## src/rtl/root_req_dispatch.sv

```systemverilog
// root_req_dispatch: request FIFO and single-in-flight launcher for the
// fixed-point root engine. Degree-0 requests are answered locally with an
// error response. Optional engine watchdog: define ROOT_REQ_DISPATCH_WATCHDOG_EN.
module root_req_dispatch #(
  parameter int DEPTH   = 4,
  parameter int TIMEOUT = 1023
) (
  input  logic        clk,
  input  logic        rst_n,
  input  logic        req_valid,
  output logic        req_ready,
  input  logic [9:0]  req_radicand,
  input  logic [2:0]  req_degree,
  output logic        eng_in_valid,
  output logic [9:0]  eng_data_1,
  output logic [2:0]  eng_data_2,
  input  logic        eng_out_valid,
  input  logic [19:0] eng_out_data,
  output logic        rsp_valid,
  input  logic        rsp_ready,
  output logic [19:0] rsp_data,
  output logic [9:0]  rsp_radicand,
  output logic [2:0]  rsp_degree,
  output logic        rsp_err
);
  localparam int PW = $clog2(DEPTH);
  localparam int CW = PW + 1;
  localparam logic [CW-1:0] FULL = CW'(DEPTH);

`ifdef ROOT_REQ_DISPATCH_WATCHDOG_EN
  typedef enum logic [1:0] {IDLE, WAIT, RESP, DRAIN} state_t;
  localparam int TW = $clog2(TIMEOUT + 1);
  localparam logic [TW-1:0] TMAX = TW'(TIMEOUT);
  logic [TW-1:0] wd_cnt;
  logic          timed_out;   // current RESP is a timeout response
  logic          eng_ov_q;    // previous-cycle eng_out_valid, for edge detect
  logic          stale_seen;  // late result already arrived before DRAIN
  logic          eng_rise;
  assign eng_rise = eng_out_valid && !eng_ov_q;
`else
  typedef enum logic [1:0] {IDLE, WAIT, RESP} state_t;
  logic unused_timeout;
  assign unused_timeout = (TIMEOUT != 0);
`endif

  state_t        state;
  logic [12:0]   mem [DEPTH];
  logic [PW-1:0] wr_ptr, rd_ptr;
  logic [CW-1:0] count;
  logic          push, pop;
  logic [9:0]    head_rad;
  logic [2:0]    head_deg;

  // No look-ahead on a same-cycle pop: a full queue always refuses.
  assign req_ready = (count != FULL);
  assign push      = req_valid && req_ready;
  // Lingering eng_out_valid (second result cycle) must not overlap a new launch.
  assign pop       = (state == IDLE) && (count != '0) && !eng_out_valid;
  assign {head_rad, head_deg} = mem[rd_ptr];

  // Queue storage; contents need no reset since count guards reads.
  always_ff @(posedge clk) begin
    if (push) mem[wr_ptr] <= {req_radicand, req_degree};
  end

  // Queue pointers and occupancy; pointers wrap naturally (DEPTH is 2^n).
  always_ff @(posedge clk or negedge rst_n) begin
    if (!rst_n) begin
      wr_ptr <= '0;
      rd_ptr <= '0;
      count  <= '0;
    end else begin
      if (push) wr_ptr <= wr_ptr + PW'(1);
      if (pop)  rd_ptr <= rd_ptr + PW'(1);
      case ({push, pop})
        2'b10:   count <= count + CW'(1);
        2'b01:   count <= count - CW'(1);
        default: ;
      endcase
    end
  end

  // Dispatch FSM with registered engine and response outputs.
  always_ff @(posedge clk or negedge rst_n) begin
    if (!rst_n) begin
      state        <= IDLE;
      eng_in_valid <= 1'b0;
      eng_data_1   <= '0;
      eng_data_2   <= '0;
      rsp_valid    <= 1'b0;
      rsp_data     <= '0;
      rsp_radicand <= '0;
      rsp_degree   <= '0;
      rsp_err      <= 1'b0;
`ifdef ROOT_REQ_DISPATCH_WATCHDOG_EN
      wd_cnt       <= '0;
      timed_out    <= 1'b0;
      eng_ov_q     <= 1'b0;
      stale_seen   <= 1'b0;
`endif
    end else begin
      eng_in_valid <= 1'b0;
`ifdef ROOT_REQ_DISPATCH_WATCHDOG_EN
      eng_ov_q     <= eng_out_valid;
`endif
      case (state)
        IDLE: begin
          if (pop) begin
            if (head_deg == 3'd0) begin
              rsp_valid    <= 1'b1;
              rsp_data     <= '0;
              rsp_err      <= 1'b1;
              rsp_radicand <= head_rad;
              rsp_degree   <= head_deg;
              state        <= RESP;
            end else begin
              eng_data_1   <= head_rad;
              eng_data_2   <= head_deg;
              eng_in_valid <= 1'b1;
              state        <= WAIT;
`ifdef ROOT_REQ_DISPATCH_WATCHDOG_EN
              wd_cnt       <= '0;
`endif
            end
          end
        end
        WAIT: begin
          // Echo comes from the launch registers, which still hold the request.
          if (eng_out_valid) begin
            rsp_valid    <= 1'b1;
            rsp_data     <= eng_out_data;
            rsp_err      <= 1'b0;
            rsp_radicand <= eng_data_1;
            rsp_degree   <= eng_data_2;
            state        <= RESP;
          end
`ifdef ROOT_REQ_DISPATCH_WATCHDOG_EN
          else if (wd_cnt == TMAX) begin
            rsp_valid    <= 1'b1;
            rsp_data     <= 20'hFFFFF;
            rsp_err      <= 1'b1;
            rsp_radicand <= eng_data_1;
            rsp_degree   <= eng_data_2;
            timed_out    <= 1'b1;
            stale_seen   <= 1'b0;
            state        <= RESP;
          end else begin
            wd_cnt <= wd_cnt + TW'(1);
          end
`endif
        end
        RESP: begin
`ifdef ROOT_REQ_DISPATCH_WATCHDOG_EN
          // The late result may land while the host still holds off.
          if (timed_out && eng_rise) stale_seen <= 1'b1;
`endif
          if (rsp_ready) begin
            rsp_valid <= 1'b0;
`ifdef ROOT_REQ_DISPATCH_WATCHDOG_EN
            state     <= timed_out ? DRAIN : IDLE;
            timed_out <= 1'b0;
`else
            state     <= IDLE;
`endif
          end
        end
`ifdef ROOT_REQ_DISPATCH_WATCHDOG_EN
        DRAIN: begin
          // Swallow the stale result before the engine is reused.
          if (stale_seen || eng_rise) begin
            stale_seen <= 1'b0;
            state      <= IDLE;
          end
        end
`endif
        default: state <= IDLE;
      endcase
    end
  end
endmodule

```

## config.mk

```make
export PLATFORM = sky130hd
export DESIGN_NAME = root_req_dispatch
export DESIGN_NICKNAME = d
export VERILOG_FILES = /design/src/rtl/root_req_dispatch.sv
export SDC_FILE = /design/constraint.sdc
export NUM_CORES = 1
export LEC_CHECK = 0
export BUFFER_PORTS_ARGS = -buffer_cell sky130_fd_sc_hd__buf_2
export CORE_ASPECT_RATIO = 0.5
export CORE_MARGIN = 5
export CORE_UTILIZATION = 58
export DETAILED_ROUTE_END_ITERATION = 6
export GPL_TIMING_DRIVEN = 0
export PLACE_DENSITY = 0.84
export SETUP_SLACK_MARGIN = 0.4
export SLEW_MARGIN = 15
export SYNTH_ARGS = -nofsm -noshare
export SYNTH_HDL_FRONTEND = slang
export SYNTH_SLANG_ARGS = --single-unit
```

## constraint.sdc

```tcl
create_clock -name clk -period 4.74 [get_ports clk]
set_input_delay 0.237 -clock clk [delete_from_list [all_inputs] [get_ports clk]]
set_output_delay 0.237 -clock clk [all_outputs]
set_load 0.02 [all_outputs]
```

==> results of run 1 <==
[kinds of logic (layout without fill, tap and decap cells)]
family / Yosys count / after routing / share of synthesized area (%)
AO/OA/AOI/OAI: 26 / 26 / 5.088
XOR/XNOR: 6 / 6 / 1.207
adder cells (fa/ha/maj): 6 / 6 / 1.897
buffers and inverters: 21 / 125 / 2.271
flip-flops: 110 / 110 / 69.22
multiplexers: 53 / 53 / 17.65
AND/OR/NAND/NOR: 16 / 16 / 2.673
[worst max-delay path, stage by stage, from the launching register on]
cell	delay (ps)
dfrtp_1	350
buf_6	140
mux4_2	590
nor3_4	250
or2b_2	210
buf_4	210
mux2_2	360
[routing by layer]
layer | up-vias | global-route usage [%] | routed length, microns
met5 | - | 0 | 0
met4 | 0 | 5.184 | 102
met3 | 9 | 7.223 | 603
met2 | 76 | 30.60 | 3828
met1 | 1198 | 25.05 | 3820
li1 | 1104 | - | -
[sequential cells by signal, summed over array words and instances (netlist names)]
name and cells:
mem 52, rsp_data 20, eng_data_1 10, rsp_radicand 10
count 3, eng_data_2 3, rsp_degree 3, rd_ptr 2
state 2, wr_ptr 2, eng_in_valid 1, rsp_err 1
rsp_valid 1
[worst max path at each step]
stage,from,endpoint,slack [ps],depth (start not counted)
after global routing,count[0],count[2],2390,10
after detailed placement,rd_ptr[0],state[1],2530,6
after global placement,rd_ptr[0],eng_data_1[0],2570,6
final,rd_ptr[0],eng_data_1[1],2520,6
after floorplan,count[0],count[2],2640,10
after CTS,rd_ptr[0],eng_data_1[1],2510,6
[cell type report]
type	count	area, sq um	area share [%]
timing repair buffer	88	447.9	8.532
buffer	10	57.56	1.096
multi-input combinational	107	1241	23.64
clock buffer	9	225.2	4.290
inverter	11	41.29	0.7865
sequential	110	3013	57.39
tap	96	120.1	2.288
clock inverter	7	103.9	1.978
[layout by cell type (no fill, tap or decap), drive strengths merged]
master / netlist / layout
nand2: 1 / 1
clkinv: 0 / 2
a21oi: 2 / 2
nor4: 1 / 1
fa: 1 / 1
nand2b: 2 / 2
ha: 5 / 5
and3: 4 / 4
nor3: 3 / 3
o21ba: 1 / 1
xnor2: 3 / 3
or2b: 1 / 1
nand3: 1 / 1
a22o: 21 / 21
mux2: 39 / 39
dlygate4sd3: 0 / 1
dfrtp: 58 / 58
inv: 11 / 14
buf: 4 / 91
and2: 1 / 1
clkbuf: 6 / 15
a2bb2oi: 1 / 1
edfxtp: 52 / 52
mux4: 13 / 13
xor2: 3 / 3
o21ai: 1 / 1
nor2: 2 / 2
mux2i: 1 / 1
bufinv: 0 / 2
[report_power, final]
group / switching, mW / internal [mW]
logic: 0.845 / 0.719
clock network: 0.346 / 0.472
registers: 0.174 / 1.35
total: 1.36 / 2.54
==> results.cfg, run 1 <==
[run_status]
status = finished, final reports clean

[sta]
slew_headroom_pct = 52.76
setup_slack_ps = 2524
slew_violations = 0
rsz0062_at_grt = no
period_minus_slack_ps = 2216
final-setup-viol-count = 0
hold_ws_ps = 91.26
worst_pin_slew_ps = 708.6
timing_hold_violations_final = 0
clock-skew-final_ps = 9.020
fmaxAchievable_mhz = 451.2
fin_tns_setup_ps = 0
period_share_pct = 46.76

[yosys]
synth_area_leader_cell = edfxtp_1
avgSynthCellArea_sq_um = 18.29
synth_cells = 238
async_reset_ff_share_pct = 52.73
post-synth-top-count-cell = dfrtp_1
synthTopCellsByCount = dfrtp_1 (58), edfxtp_1 (52), mux2_2 (32)
synth_edf_count = 52
ys_types = 31
syn_nets = 282
ys_warn_count = 0
ys_seq_area_share_pct = 69.22
synthTopCellsByArea = edfxtp_1 (36%), dfrtp_1 (33%), mux2_2 (8.3%)
yosys.area.top_type_share_pct = 35.87
synthFlopType = dfrtp_1
syn_area_sq_um = 4353
ys_seq_elements = 110

[detailed_routing]
vias = 2387
drc = 0
wl_per_cell_microns = 19.07
drtPass1Iterations = 4
first_iter_violations = 155
vias_per_cell = 5.450
wl_microns = 8354
final_antenna_net_count = 0

[grt]
grt_pass1_wl_microns = 13770
grt_max_degree = 59
grt_overflow = 0
grt_pass1_vias = 2540
antenna_found_initial = 0
track_usage_pct = 19.08

[clock_tree]
postCtsSetupBuffers = 0
path_clk_slew_ps = 70
clock-sinks = 110
clkLatencyLatePin_ps = 350
htree_levels = 3
cts_resized = 0
cts_made_buffers = 9
cts_root_buf = clkbuf_16
cts_tree = done
postCtsHoldBufs = 1
cts_buffer_depth = 2

[placed_design]
gp_congestion = 0.7529
dp_hpwl_microns = 5870
placed_area_sq_um = 4911
dpl.cell_count = 421
pre_cts_slack_ps = 2533
port_buffers = 87

[die]
core_sq_um = 7322
die_width_microns = 132.5
start_util_pct = 59.45
num_rows = 22
fp.dieH_microns = 71.26
die_area_sq_um = 9443
ios = 88

[worst_setup_path]
worstPathRequired_ps = 4970
r2r_slack_ps = 2520
path_max_fanout = 10
r2r_start = rd_ptr[0]
worst_setup_path_end_kind = register
worst_r2r_path_depth = 6
reg2reg_to = eng_data_1[1]
critPathArrivalTime_ps = 2450
critPathKind = register to register
startpoint_type = register

[layout]
syn2layout_area_growth_pct = 20.61
final_area_sq_um = 5250
fillers = 476
utilization_pct = 71.70
fin_nets = 381
drive_above_1_share_pct = 47.66
fin_cells = 438
insertedDiodeCount = 0

[worst_hold_path]
hold_path_depth = 2
worst_hold_path.endpoint = state[1]
hp-class = primary input to register
min_from = rsp_ready

[power_and_ir_drop]
power_mw = 3.905
cellLeakagePower_nw = 2.297
p_per_area_nw_per_um2 = 743.8
ir_drop_mv = 0.3329

[run]
drv_cap = 0
No activity file was read; power rests on OpenSTA's default activity.
==> run 2, diff against run 1 <==
--- a/config.mk
+++ b/config.mk
@@ -8,10 +8,10 @@
 export BUFFER_PORTS_ARGS = -buffer_cell sky130_fd_sc_hd__buf_2
 export CORE_ASPECT_RATIO = 0.5
 export CORE_MARGIN = 5
-export CORE_UTILIZATION = 58
+export CORE_UTILIZATION = 54
 export DETAILED_ROUTE_END_ITERATION = 6
 export GPL_TIMING_DRIVEN = 0
-export PLACE_DENSITY = 0.84
+export PLACE_DENSITY = 0.79
 export SETUP_SLACK_MARGIN = 0.4
 export SLEW_MARGIN = 15
 export SYNTH_ARGS = -nofsm -noshare
==> constraint.sdc (replaced) <==
create_clock -name clk -period 2.1 [get_ports clk]
set_input_delay 0.105 -clock clk [delete_from_list [all_inputs] [get_ports clk]]
set_output_delay 0.105 -clock clk [all_outputs]
set_load 0.02 [all_outputs]
==> run 2 against run 1 <==
Net effect: utilization up 1.9 points; die area up 6.6%; total power up 140%; first-iteration DRC count down 32%; non-clock buffer count up 53; fmax up 6.1%; clock skew down 4.8 ps; worst setup slack worse by 2500 ps; sequential cell count unchanged; register-to-register slack worse by 2500 ps; critical endpoint is now eng_data_1[8]; highest routed layer unchanged.
==> results.cfg, run 2 (same netlist as run 1, synthesis figures left out) <==
[power_and_ir_drop]
ir_drop_mv = 0.5783
cellLeakagePower_nw = 2.568
power_mw = 9.238
p_per_area_nw_per_um2 = 1586

[worst_setup_path]
critPathArrivalTime_ps = 2310
worst_r2r_path_depth = 6
critPathKind = register to register
crit_chain = buf_6, mux4_2, nor3_4, or2b_4, buf_12, mux2_4
worst_setup_path_end_kind = register
crit_slowest_cell = mux4_2
r2r_start = rd_ptr[0]
worstPathRequired_ps = 2320
reg2reg_to = eng_data_1[8]
startpoint_type = register
path_max_fanout = 10
r2r_slack_ps = 10
cpPeakStageDelay_ps = 570

[sta]
timing_hold_violations_final = 0
worst_pin_slew_ps = 710.7
period_share_pct = 99.46
final-setup-viol-count = 0
slew_headroom_pct = 52.62
fmaxAchievable_mhz = 478.8
slew_violations = 0
rsz0062_at_grt = yes
clock-skew-final_ps = 4.180
period_minus_slack_ps = 2089

[layout]
drive_above_1_share_pct = 52.41
reg.largest.list = mem x52, rsp_data x20
final_area_sq_um = 5824
fin_nets = 434
insertedDiodeCount = 0
syn2layout_area_growth_pct = 33.80
final_cell_mix = buf_2 (86), dfrtp_1 (57), edfxtp_1 (52), dlygate4sd3_1 (30), mux2_2 (24)
layout_commonest_cell = buf_2
regMostFlops = mem
largest_register_ff_count = 52

[clock_tree]
cts_buffer_depth = 2
cts_made_buffers = 9
path_clk_slew_ps = 70
clock-sinks = 110
clkLatencyLatePin_ps = 340
cts_root_buf = clkbuf_16
htree_levels = 3
cts_tree = done

[placed_design]
gp_congestion = 0.7967
placed_area_sq_um = 4989
dp_hpwl_microns = 6084
port_buffers = 87

[grt]
grt_overflow = 0
track_usage_pct = 19.52
grt_pass1_wl_microns = 14650
grt_pass1_vias = 2767
antenna_found_initial = 0
grt_max_degree = 59

[detailed_routing]
drtPass1Iterations = 4
vias = 2667
wl_microns = 9478
vias_per_cell = 5.260
wl_per_cell_microns = 18.69
drc = 0
first_iter_violations = 105
final_antenna_net_count = 0

[die]
die_area_sq_um = 10070
core_sq_um = 7914
die_width_microns = 137.0
start_util_pct = 55.00
ios = 88
fp.dieH_microns = 73.49
num_rows = 23

[worst_hold_path]
hold_path_depth = 2
min_from = eng_out_data[13]
hp-class = primary input to register
worst_hold_path.endpoint = rsp_data[13]

[run]
drv_cap = 0

[run_status]
status = finished, final reports clean
run 2: layout make-up:
cell class	instances	area (sq um)
inverters	11	41.29
multi-input cells	107	1334
fillers	448	2090
plain buffers	10	98.84
flip-flops and latches	110	3014
clock inverters	6	38.79
well taps	112	140.1
repair buffers	141	928.4
clock buffers	10	229.0
run 2: how the worst max path moves through the flow:
stage,startpoint,endpoint,depth (start not counted)
2_1_floorplan,rd_ptr[0],rsp_degree[2],6
3_3_place_gp,count[2],rsp_degree[2],5
3_5_place_dp,count[2],count[2],8
4_1_cts,rd_ptr[0],eng_data_1[8],6
5_1_grt,rd_ptr[0],eng_data_1[8],6
6_report,rd_ptr[0],eng_data_1[8],6
run 2: through the flow:
step	utilization [%]	setup WS, ps	hold slack [ps]	setup TNS [ps]	std cells
global route	73.60	-63.68	4.325	-1119	507
floorplan	-	136.0	-190.6	0	238
CTS	72.57	1.899	1.773	0	500
finish	73.60	11.29	13.78	0	507
detailed placement	63.04	-139.9	322.3	-1089	437
global placement	63.04	-77.96	314.9	-533.4	437
run 2: layer usage:
layer  share of wire (%)  vias up  global-route usage [%]
li1                    -     1208                       -
met1                  45     1348                   26.03
met2                  46       90                   31.31
met3                 6.7       21                   5.404
met4                 2.1        0                   6.969
met5                   0        -                       0
run 2: what timing repair did:
action                                  in CTS  in global routing
pin swaps                                    6                  4
gates cloned                                 2                  0
endpoints found under the setup margin      65                 81
buffers inserted                            16                  6
hold endpoints to repair                    68                 58
hold buffers                                29                  1
gates resized for setup                     15                 12
run 2: critical path: cells and delay by family (launching register included):
family | cells | cell delay, ps
AND/OR/NAND/NOR | 2 | 480
buffers and inverters | 2 | 270
multiplexers | 2 | 870
flip-flops | 1 | 340
run 2: where the power goes:
group          internal (mW)  leakage [nW]  switching (mW)
combinational           2.11          1.27            2.15
sequential              3.05          1.18           0.409
clock                  0.798         0.121           0.728
